$ cat config.mk
export PLATFORM = sky130hd
export DESIGN_NAME = dmem_bridge
export DESIGN_NICKNAME = d
export VERILOG_FILES = /design/src/rtl/dmem_pkg.sv /design/src/rtl/dmem_decode.sv /design/src/rtl/dmem_bridge.sv
export SDC_FILE = /design/constraint.sdc
export NUM_CORES = 1
export LEC_CHECK = 0
export CAP_MARGIN = 20
export CELL_PAD_IN_SITES_DETAIL_PLACEMENT = 1
export CELL_PAD_IN_SITES_GLOBAL_PLACEMENT = 1
export CORE_UTILIZATION = 39
export DETAILED_ROUTE_END_ITERATION = 10
export PLACE_DENSITY = 0.91
export SKIP_LAST_GASP = 1
export SYNTH_ARGS = -nofsm -noshare
export SYNTH_HDL_FRONTEND = slang
export SYNTH_SLANG_ARGS = --single-unit
export TNS_END_PERCENT = 30
$ cat constraint.sdc
create_clock -name clk -period 2.3 [get_ports clk]
set_input_delay 0.69 -clock clk [delete_from_list [all_inputs] [get_ports clk]]
set_output_delay 0.69 -clock clk [all_outputs]
set_load 0.1 [all_outputs]
$ cat src/rtl/dmem_pkg.sv
// Shared types and constants for the AVR data-memory bridge.
package dmem_pkg;

   localparam int unsigned DataAddrWidth = 16;
   localparam logic [DataAddrWidth-1:0] DefaultRamBase = 16'h0100;

   typedef enum logic [2:0] {
      StIdle,
      StLo,
      StHi,
      StCap,
      StRsp
   } state_e;

endpackage

$ cat src/rtl/dmem_decode.sv
// Window check and RAM offset for a single data-space byte address.
module dmem_decode
   import dmem_pkg::*;
#(
   parameter int unsigned ram_width = 11,
   parameter logic [DataAddrWidth-1:0] ram_base = DefaultRamBase
) (
   input  logic [DataAddrWidth-1:0] addr,
   output logic                     in_range,
   output logic [ram_width-1:0]     offset
);

   // One extra bit so a window ending at 0x10000 does not wrap.
   localparam logic [DataAddrWidth:0] WinLo = {1'b0, ram_base};
   localparam logic [DataAddrWidth:0] WinHi =
      WinLo + ({{DataAddrWidth{1'b0}}, 1'b1} << ram_width);

   logic [DataAddrWidth:0]   addr_ext;
   logic [DataAddrWidth-1:0] diff;

   always_comb begin
      addr_ext = {1'b0, addr};
      in_range = (addr_ext >= WinLo) && (addr_ext < WinHi);
      diff     = addr - ram_base;
   end

   assign offset = diff[ram_width-1:0];

endmodule

$ cat src/rtl/dmem_bridge.sv
// AVR data-space load/store bridge onto a byte-wide RAM with one-cycle read latency.
module dmem_bridge
   import dmem_pkg::*;
#(
   parameter int unsigned ram_width = 11,
   parameter logic [DataAddrWidth-1:0] ram_base = DefaultRamBase
) (
   input  logic                     clk,
   input  logic                     rst_n,
   input  logic                     req,
   input  logic                     req_we,
   input  logic                     req_word,
   input  logic [DataAddrWidth-1:0] req_addr,
   input  logic [15:0]              req_wdata,
   output logic                     req_ready,
   output logic                     rsp_valid,
   output logic                     rsp_err,
   output logic [15:0]              rsp_rdata,
   output logic                     ram_re,
   output logic                     ram_we,
   output logic [ram_width-1:0]     ram_addr,
   output logic [7:0]               ram_wdata,
   input  logic [7:0]               ram_rdata
);

   state_e                   state;
   logic                     we_q;
   logic                     word_q;
   logic [7:0]               wdata_hi_q;
   logic [7:0]               lo_byte_q;
   logic [ram_width-1:0]     hi_off_q;

   logic [DataAddrWidth-1:0] hi_addr;
   logic                     lo_ok;
   logic                     hi_ok;
   logic [ram_width-1:0]     lo_off;
   logic [ram_width-1:0]     hi_off;
   logic                     acc_ok;

   assign hi_addr = req_addr + 16'd1;

   dmem_decode #(
      .ram_width (ram_width),
      .ram_base  (ram_base)
   ) u_decode_lo (
      .addr     (req_addr),
      .in_range (lo_ok),
      .offset   (lo_off)
   );

   dmem_decode #(
      .ram_width (ram_width),
      .ram_base  (ram_base)
   ) u_decode_hi (
      .addr     (hi_addr),
      .in_range (hi_ok),
      .offset   (hi_off)
   );

   assign acc_ok    = lo_ok && (!req_word || hi_ok);
   assign req_ready = (state == StIdle);

   always_ff @(posedge clk or negedge rst_n) begin
      if (!rst_n) begin
         state      <= StIdle;
         we_q       <= 1'b0;
         word_q     <= 1'b0;
         wdata_hi_q <= 8'h00;
         lo_byte_q  <= 8'h00;
         hi_off_q   <= '0;
         rsp_valid  <= 1'b0;
         rsp_err    <= 1'b0;
         rsp_rdata  <= 16'h0000;
         ram_re     <= 1'b0;
         ram_we     <= 1'b0;
         ram_addr   <= '0;
         ram_wdata  <= 8'h00;
      end else begin
         case (state)
            StIdle: begin
               if (req) begin
                  we_q       <= req_we;
                  word_q     <= req_word;
                  wdata_hi_q <= req_wdata[15:8];
                  hi_off_q   <= hi_off;
                  if (acc_ok) begin
                     state     <= StLo;
                     ram_we    <= req_we;
                     ram_re    <= !req_we;
                     ram_addr  <= lo_off;
                     ram_wdata <= req_wdata[7:0];
                  end else begin
                     state     <= StRsp;
                     rsp_valid <= 1'b1;
                     rsp_err   <= 1'b1;
                     rsp_rdata <= 16'h0000;
                  end
               end
            end
            StLo: begin
               if (word_q) begin
                  // Strobe stays high; only address and data move to the high byte.
                  state     <= StHi;
                  ram_addr  <= hi_off_q;
                  ram_wdata <= wdata_hi_q;
               end else begin
                  ram_we <= 1'b0;
                  ram_re <= 1'b0;
                  if (we_q) begin
                     state     <= StRsp;
                     rsp_valid <= 1'b1;
                  end else begin
                     state <= StCap;
                  end
               end
            end
            StHi: begin
               ram_we <= 1'b0;
               ram_re <= 1'b0;
               if (we_q) begin
                  state     <= StRsp;
                  rsp_valid <= 1'b1;
               end else begin
                  lo_byte_q <= ram_rdata;
                  state     <= StCap;
               end
            end
            StCap: begin
               rsp_rdata <= word_q ? {ram_rdata, lo_byte_q} : {8'h00, ram_rdata};
               rsp_valid <= 1'b1;
               state     <= StRsp;
            end
            StRsp: begin
               rsp_valid <= 1'b0;
               rsp_err   <= 1'b0;
               rsp_rdata <= 16'h0000;
               state     <= StIdle;
            end
            default: state <= StIdle;
         endcase
      end
   end

endmodule
# Word level (Yosys, flattened, before mapping)
# Index checks and enable logic that the tools add are counted.
# op_classes
add_sub_neg,3
n_mul,0
div,0
magnitude_cmp,4
eq_ne,9
n_shift,0
n_mux,30
bitwise_logic,1
n_reduce_logical,19
# ops
cell,n
two-way mux 16 bit,3
one-hot mux 16 bit (3 select lines),1
two-way mux 11 bit,3
"greater-or-equal comparator 16 x 9 -> 1 bit, second input constant",2
"< comparator 16 x 12 -> 1 bit, second input constant",2
two-way mux 8 bit,3
one-hot mux 11 bit (2 select lines),1
"subtractor 11 x 9 -> 11 bit, second input constant",2
"adder 16 x 1 -> 16 bit, second input constant",1
one-hot mux 8 bit (2 select lines),1
two-way mux 3 bit,4
one-hot mux 3 bit (4 select lines),1
AND reduction 4 bit,3
two-way mux 1 bit,9
"!= test 2 bit, second input constant",4
"equality test 3 x 2 -> 1 bit, second input constant",2
one-hot mux 1 bit (3 select lines),2
AND reduction 3 bit,2
nonzero test 3 bit,2
one-hot mux 1 bit (5 select lines),1
nonzero test 5 bit,1
AND reduction 2 bit,2
nonzero test 2 bit,2
"equality test 3 x 1 -> 1 bit, second input constant",1
8 further kinds,11
# word_totals
ff_bits,71
latch_bits,0
mem_bits_rw,0
mem_bits_ro,0
in_bits,45
output_inout_bits,40
wordCells,79
memories,0

# Longest topological paths before layout
# Gate-level depths: netlist of the first run.
# depth
depth_word,8
ltp_mapped,13
mapped_depth_nobuf,12

# Cells and area by module
# A second synthesis of the first run with hierarchy kept.
# hier_totals
cells_unflattened,312
area_unflattened_um2,3768.6
# by_module_without_submodules
module,n_inst,cells_per_inst,area_each_um2,seq_area_each_um2
dmem_bridge,1,270,3453.3,1776.7
dmem_decode,2,21,157.7,0.0

# Worst setup path after synthesis of the first run
# Ideal clock, no wire load.
# synth_path
path_type,in2reg
from,in req_addr[3]
to,reg ram_addr[10]
setup_time_ps,125
t_arrival_ps,2978
required_time_ps,2175
slack_ps,-804
path_stages,12
path_buffers,2
path_cell_list,clkbuf_2 nand3_2 nor3_1 xnor2_1 ha_1 nand2_1 nor4_2 o211ai_1 a311o_2 nand3_4 buf_12 mux2_4
# synth_via
elab_chain_len,7
word_cells_on_any_way,15
classes_between,2 x add/sub; 4 x order compare; 1 x eq/ne; 3 x mux; 5 x reduce/logical
# synth_rtl
item,line,source
start: declaration,dmem_bridge.sv:13,"input logic [DataAddrWidth-1:0] req_addr,"
adder 16 x 1 -> 16 bit,dmem_bridge.sv:40,assign hi_addr = req_addr + 16'd1;
greater-or-equal comparator 16 x 9 -> 1 bit / < comparator 16 x 12 -> 1 bit (equally long branches),dmem_decode.sv:23,in_range = (addr_ext >= WinLo) && (addr_ext < WinHi);
logical AND 1 bit,dmem_decode.sv:23,
logical OR 1 bit,dmem_bridge.sv:60,assign acc_ok = lo_ok && (!req_word || hi_ok);
logical AND 1 bit,dmem_bridge.sv:60,
!= test 2 x 1 -> 1 bit (no source line),n/a,
AND reduction 4 bit (no source line),n/a,
end signal: assignment,dmem_bridge.sv:90,ram_addr <= lo_off;
end signal: assignment,dmem_bridge.sv:104,ram_addr <= hi_off_q;
end: declaration,dmem_bridge.sv:21,"output logic [ram_width-1:0] ram_addr,"
# Several ways; a longest one is shown, not always the timed one. The select of a mux whose other input is x is not followed.
# A chain may end at the register's enable or synchronous reset.

# Worst setup path in the final report of the first run
# layout_path
from,in req_addr[0]
to,reg ram_addr[3]
# Same word-level chain as after synthesis.

==> results.cfg, run 1 <==
[pwr]
p_sw_share_pct = 49.7
clkPwrFrac_pct = 17.2
p_per_area_mw_per_mm2 = 1040
power_switching_mw = 2.81
p_leak_nw = 2.53
p_int_mw = 2.84
seqPwrFrac_pct = 32.7
p_total_mw = 5.65
combPwrFrac_pct = 50.1
ir_worst_vdd_mv = 0.728

[timing]
setup_viol = 42
fmax_mhz = 357
post-route-period-util_pct = 122
finalHoldWorstSlack_ns = 0.319
clock_skew_ns = 0.00898
hold_viol_final = 0
maxSlewHeadroom_pct = 54.9
maxSlewViolCount = 0
rsz0062_at_grt = yes
fin_tns_setup_ns = -18.91
setup_slack_ns = -0.501
worst_pin_slew_ns = 0.674
layout_min_cycle_time_ns = 2.80

[synthesis]
yosysTopAreaCellShare_pct = 48.8
yosys-top-cells-count = 71 x dfrtp_1, 40 x mux2_2, 34 x nand2_1, 23 x o21ai_0, 16 x nor2_1
synth_cells = 310
ys_top_cells_by_area = dfrtp_1 49%, mux2_2 12%, mux2_4 4.1%
yosysUniqueCellTypes = 53
syn_area_sq_mm = 0.00364
synth.most_common_cell = dfrtp_1
synth_top_cell_by_area = dfrtp_1
ys.warnings.count = 0
ys_ff_latch = 71
avgSynthCellArea_sq_um = 11.7
ys_seq_area_share_pct = 48.8
synth_edf_count = 0
postSynth.asyncResetShare_pct = 100
syn_nets = 362
synth_ff_type = dfrtp_1

[placement]
dp_worst_setup_slack_ns = -1.28
io_buffers = 84
dp_hpwl_mm = 7.59
gp_congestion = 0.819
post_dp_cell_area_sq_mm = 0.00487
placedCellCount = 537

[worst_setup_path]
cp-start-kind = primary input
cp.arrival_ns = 3.05
endpoint_kind = flop
crit_path_max_fanout = 7
ff2ff_setup_slack_ns = 0
crit_type = in2reg
cp.required_ns = 2.55

[clock_network]
cts_tree = done
clockBufferDepth = 2
h-tree-depth = 3
clkLatencyLatePin_ns = 0.37
cts_root_buf = clkbuf_8
clk_pin_slew_ns = 0.08
cts_inserted_buffers = 9
cts.sinks = 71
cts_hold_buffers = 0

[finish]
drive_gt1_share_pct = 46.7
instances_no_fill = 573
nets = 512
final_cell_area_sq_mm = 0.00541
utilization_pct = 60.8
diodes = 0
syn_to_final_growth_pct = 48.7

[floorplan]
std_cell_rows = 34
die_w_um = 98.6
io_pins = 85
start_util_pct = 40.9
dieArea_sq_mm = 0.00972
die_h_um = 98.6
core_area_sq_mm = 0.00889

[global_routing]
grt_pass1_vias = 3765
grt_max_degree = 42
antenna_found_initial = 0
grt_pass1_wl_mm = 20.7
grt-ovfl-total = 0
grt_usage_pct = 28.4

[flow_run]
drv_cap = 0

[route]
ant_nets = 0
num_vias = 3231
dr.pass1.iters = 4
post-route-drc-count = 0
avgRoutedWirePerCell_um = 23.6
avgViaCountPerCell = 5.64
routed_wl_mm = 13.5
drt_iter0_drc = 138

[status]
violations = negative setup slack
status = finished, violations left

[min_path]
hold_class = in2async
-- layout by cell type (no fill, tap or decap), drive strengths merged, types with 2 or more instances in the layout --
master / count
mux2i: 8
o2bb2ai: 9
clkdlybuf4s50: 33
nand2: 35
nand4: 3
ha: 7
o21ai: 23
a21oi: 2
nor4: 5
clkinvlp: 3
dfrtp: 71
nor2: 16
mux2: 50
o211ai: 2
buf: 116
nand3: 7
a22o: 8
xor2: 2
or3: 2
inv: 14
nor3: 7
xnor2: 9
clkbuf: 10
-- layout make-up --
type / instances / area (sq um)
Clock buffer: 9 / 124
Tap cell: 108 / 135
Clock inverter: 7 / 62.6
Multi-Input combinational cell: 215 / 1930
Timing Repair Buffer: 152 / 1340
Inverter: 11 / 41.3
Sequential cell: 71 / 1780
Fill cell: 898 / 3480
-- per-layer routing --
layer  up-vias  GRT usage (%)  wire, um
met2       151           51.6      7110
met4         0           14.8       618
met1      1619           30.7      4980
li1       1414              -         -
met3        47           7.02       808
met5         -              0         0
-- worst paths after layout --
kind | to | cells after the start | from
min | rsp_rdata[12] | 1 | rst_n
max in group asynchronous | ram_wdata[6] | 2 | rst_n
min reg2reg | hi_off_q[7] | 2 | hi_off_q[7]
max | ram_addr[3] | 12 | req_addr[0]
min in group clk | hi_off_q[7] | 2 | hi_off_q[7]
max reg2reg | ram_addr[3] | 7 | state[0]
-- sequential cells by signal, summed over array words and instances, names as in the netlist --
name	count
word_q	1
rsp_valid	1
state	3
lo_byte_q	8
we_q	1
hi_off_q	11
wdata_hi_q	8
ram_addr	11
ram_we	1
rsp_rdata	16
ram_wdata	8
ram_re	1
rsp_err	1
-- cells by family after synthesis --
family,synth area share [%]
AO/OA/AOI/OAI,11.6
XOR/XNOR,2.86
adder cells (fa/ha/maj),2.41
buffers and inverters,4.02
flip-flops,48.8
multiplexers,18.7
AND/OR/NAND/NOR,11.6
-- power groups by stage --
stage	logic [mW]	registers, mW	clock network, mW
after floorplan	0.631	3.12	0
after global placement	2.58	1.79	0
after detailed placement	2.66	1.82	0
after CTS	2.74	1.81	0.989
after global routing	2.92	1.88	1.05
final	2.83	1.85	0.974
-- worst max-delay path: stages --
cell and delay, ns:
buf_8 0.08, nand4_1 0.13, buf_4 0.16, buf_4 0.13
buf_4 0.12, buf_4 0.14, nor4_4 0.38, xor2_2 0.17
a311o_2 0.42, nand3_4 0.14, buf_8 0.17, mux2_4 0.31
-- what timing repair did --
item	4_1_cts	5_1_grt
gates cloned	1	1
pin swaps	12	30
buffers inserted	15	7
setup endpoints to repair	42	42
gates resized for setup	63	21
Note: power is estimated with default switching activity, not from simulation.
==> run 2, diff against run 1 <==
--- a/config.mk
+++ b/config.mk
@@ -5,12 +5,15 @@
 export SDC_FILE = /design/constraint.sdc
 export NUM_CORES = 1
 export LEC_CHECK = 0
+export ABC_AREA = 0
 export CAP_MARGIN = 20
 export CELL_PAD_IN_SITES_DETAIL_PLACEMENT = 1
 export CELL_PAD_IN_SITES_GLOBAL_PLACEMENT = 1
 export CORE_UTILIZATION = 39
 export DETAILED_ROUTE_END_ITERATION = 10
+export HOLD_SLACK_MARGIN = 0.02
 export PLACE_DENSITY = 0.91
+export SKIP_CTS_REPAIR_TIMING = 1
 export SKIP_LAST_GASP = 1
 export SYNTH_ARGS = -nofsm -noshare
 export SYNTH_HDL_FRONTEND = slang
==> run 2 against run 1 <==
Effect of this change: the flow still finishes with violations (negative setup slack); die area is the same; power shrank 2.0%; flip-flop and latch count is the same; sequential share of layout area grew 1.2 points; clock-buffer cell count is the same; combinational power shrank 4%; sequential power is essentially flat; critical path type unchanged; largest cell class unchanged; highest routed layer unchanged.
==> results.cfg, run 2 (same netlist as run 1, synthesis figures left out) <==
[placement]
dp_hpwl_mm = 7.59
placedCellCount = 537
io_buffers = 84
gp_congestion = 0.819

[timing]
worst_pin_slew_ns = 0.569
maxSlewViolCount = 0
setup_viol = 41
fin_tns_setup_ns = -23.59
maxSlewHeadroom_pct = 62.1
setup_slack_ns = -0.673
clock_skew_ns = 0.0147
fmax_mhz = 336
post-route-period-util_pct = 129
rsz0062_at_grt = yes
hold_viol_final = 0
layout_min_cycle_time_ns = 2.97

[worst_setup_path]
r2r_end = ram_addr[4]
crit-reg2reg-launch = state[0]
crit_path_max_fanout = 6
ff2ff_setup_slack_ns = 0
endpoint_kind = flop
cp.required_ns = 2.55
crit_type = in2reg
cp-start-kind = primary input
ff2ff_path_depth = 7
cp.arrival_ns = 3.22

[pwr]
seqPwrFrac_pct = 33.0
power_switching_mw = 2.74
p_leak_nw = 2.45
combPwrFrac_pct = 49.2
p_total_mw = 5.54
p_int_mw = 2.80
ir_worst_vdd_mv = 0.705
p_sw_share_pct = 49.4
p_per_area_mw_per_mm2 = 1060
clkPwrFrac_pct = 17.8

[clock_network]
cts_root_buf = clkbuf_8
clockBufferDepth = 2
cts_tree = done
clkLatencyLatePin_ns = 0.37
clk_pin_slew_ns = 0.09
cts.sinks = 71
cts_inserted_buffers = 9
h-tree-depth = 3

[finish]
diodes = 0
largest-register = rsp_rdata
syn_to_final_growth_pct = 43.2
instances_no_fill = 562
nets = 501
final_common_cell = buf_4
drive_gt1_share_pct = 42.5
final_cell_mix = 91 x buf_4, 71 x dfrtp_1, 34 x mux2_2
largest_reg_flops = 16
top_regs = rsp_rdata x16, hi_off_q x11, ram_addr x11

[global_routing]
grt_max_degree = 42
grt_usage_pct = 23.3
grt_pass1_wl_mm = 17.5
grt_pass1_vias = 3446
grt-ovfl-total = 0
antenna_found_initial = 0

[floorplan]
std_cell_rows = 34
die_w_um = 98.6
start_util_pct = 40.9
die_h_um = 98.6
core_area_sq_mm = 0.00889
io_pins = 85
dieArea_sq_mm = 0.00972

[route]
post-route-drc-count = 0
avgRoutedWirePerCell_um = 21.0
drt_iter0_drc = 110
routed_wl_mm = 11.8
num_vias = 3103
avgViaCountPerCell = 5.52
ant_nets = 0
dr.pass1.iters = 4

[flow_run]
drv_cap = 0

[min_path]
hold_class = in2async

[status]
violations = negative setup slack
status = finished, violations left
## run 2: cell count changes in the layout (fill, tap and decap cells not counted), moves of 4 or more
cell and change:
buf_2 -4, buf_4 -9, clkbuf_2 +4, o2bb2ai_1 +8
o2bb2ai_2 -8
## run 2: area by class of cell
type	count	area, sq um
Clock buffer	9	124
Clock inverter	7	62.6
Fill cell	916	3680
Inverter	11	41.3
Multi-Input combinational cell	215	1830
Sequential cell	71	1780
Tap cell	108	135
Timing Repair Buffer	141	1240
## run 2: power groups by stage
stage	Combinational (mW)	Clock (mW)	Sequential, mW
global placement	2.58	0	1.79
detailed placement	2.66	0	1.82
finish	2.73	0.984	1.83
global route	2.82	1.05	1.87
CTS	2.67	0.989	1.80
floorplan	0.631	0	3.12
## run 2: critical path, stage by stage
cell and delay (ns):
buf_8 0.09, nand4_1 0.19, nor3_4 0.27, xnor2_2 0.15, ha_2 0.23, nand2_2 0.07
nor4_4 0.33, o211ai_1 0.16, a311o_2 0.42, nand3_4 0.12, clkbuf_16 0.18, mux2_4 0.30
## run 2: worst max path at each step
stage | end | cells past startpoint | from | slack (ns)
floorplan | ram_addr[10] | 12 | req_addr[3] | -0.63
global placement | ram_wdata[0] | 14 | req_addr[0] | -1.11
detailed placement | ram_wdata[3] | 14 | req_addr[0] | -1.28
CTS | ram_wdata[3] | 14 | req_addr[0] | -0.93
global route | ram_addr[4] | 12 | req_addr[1] | -0.75
finish | ram_addr[4] | 12 | req_addr[1] | -0.67
## run 2: layer usage
| layer | track usage (%) | routed length [um] |
|---|---|---|
| met1 | 26.6 | 4690 |
| met3 | 4.89 | 537 |
| met4 | 10.4 | 318 |
| met2 | 42.1 | 6270 |
| met5 | 0 | 0 |
## run 2: stage by stage
step | worst slack [ns] | hold WS [ns] | utilization [%] | area (sq um)
6_report | -0.673 | 0.320 | 58.6 | 5210
3_3_place_gp | -1.11 | 0.459 | 54.7 | 4870
5_1_grt | -0.747 | 0.350 | 58.6 | 5210
3_5_place_dp | -1.28 | 0.481 | 54.7 | 4870
2_1_floorplan | -0.626 | 0.394 | - | 3690
4_1_cts | -0.927 | 0.324 | 56.8 | 5050
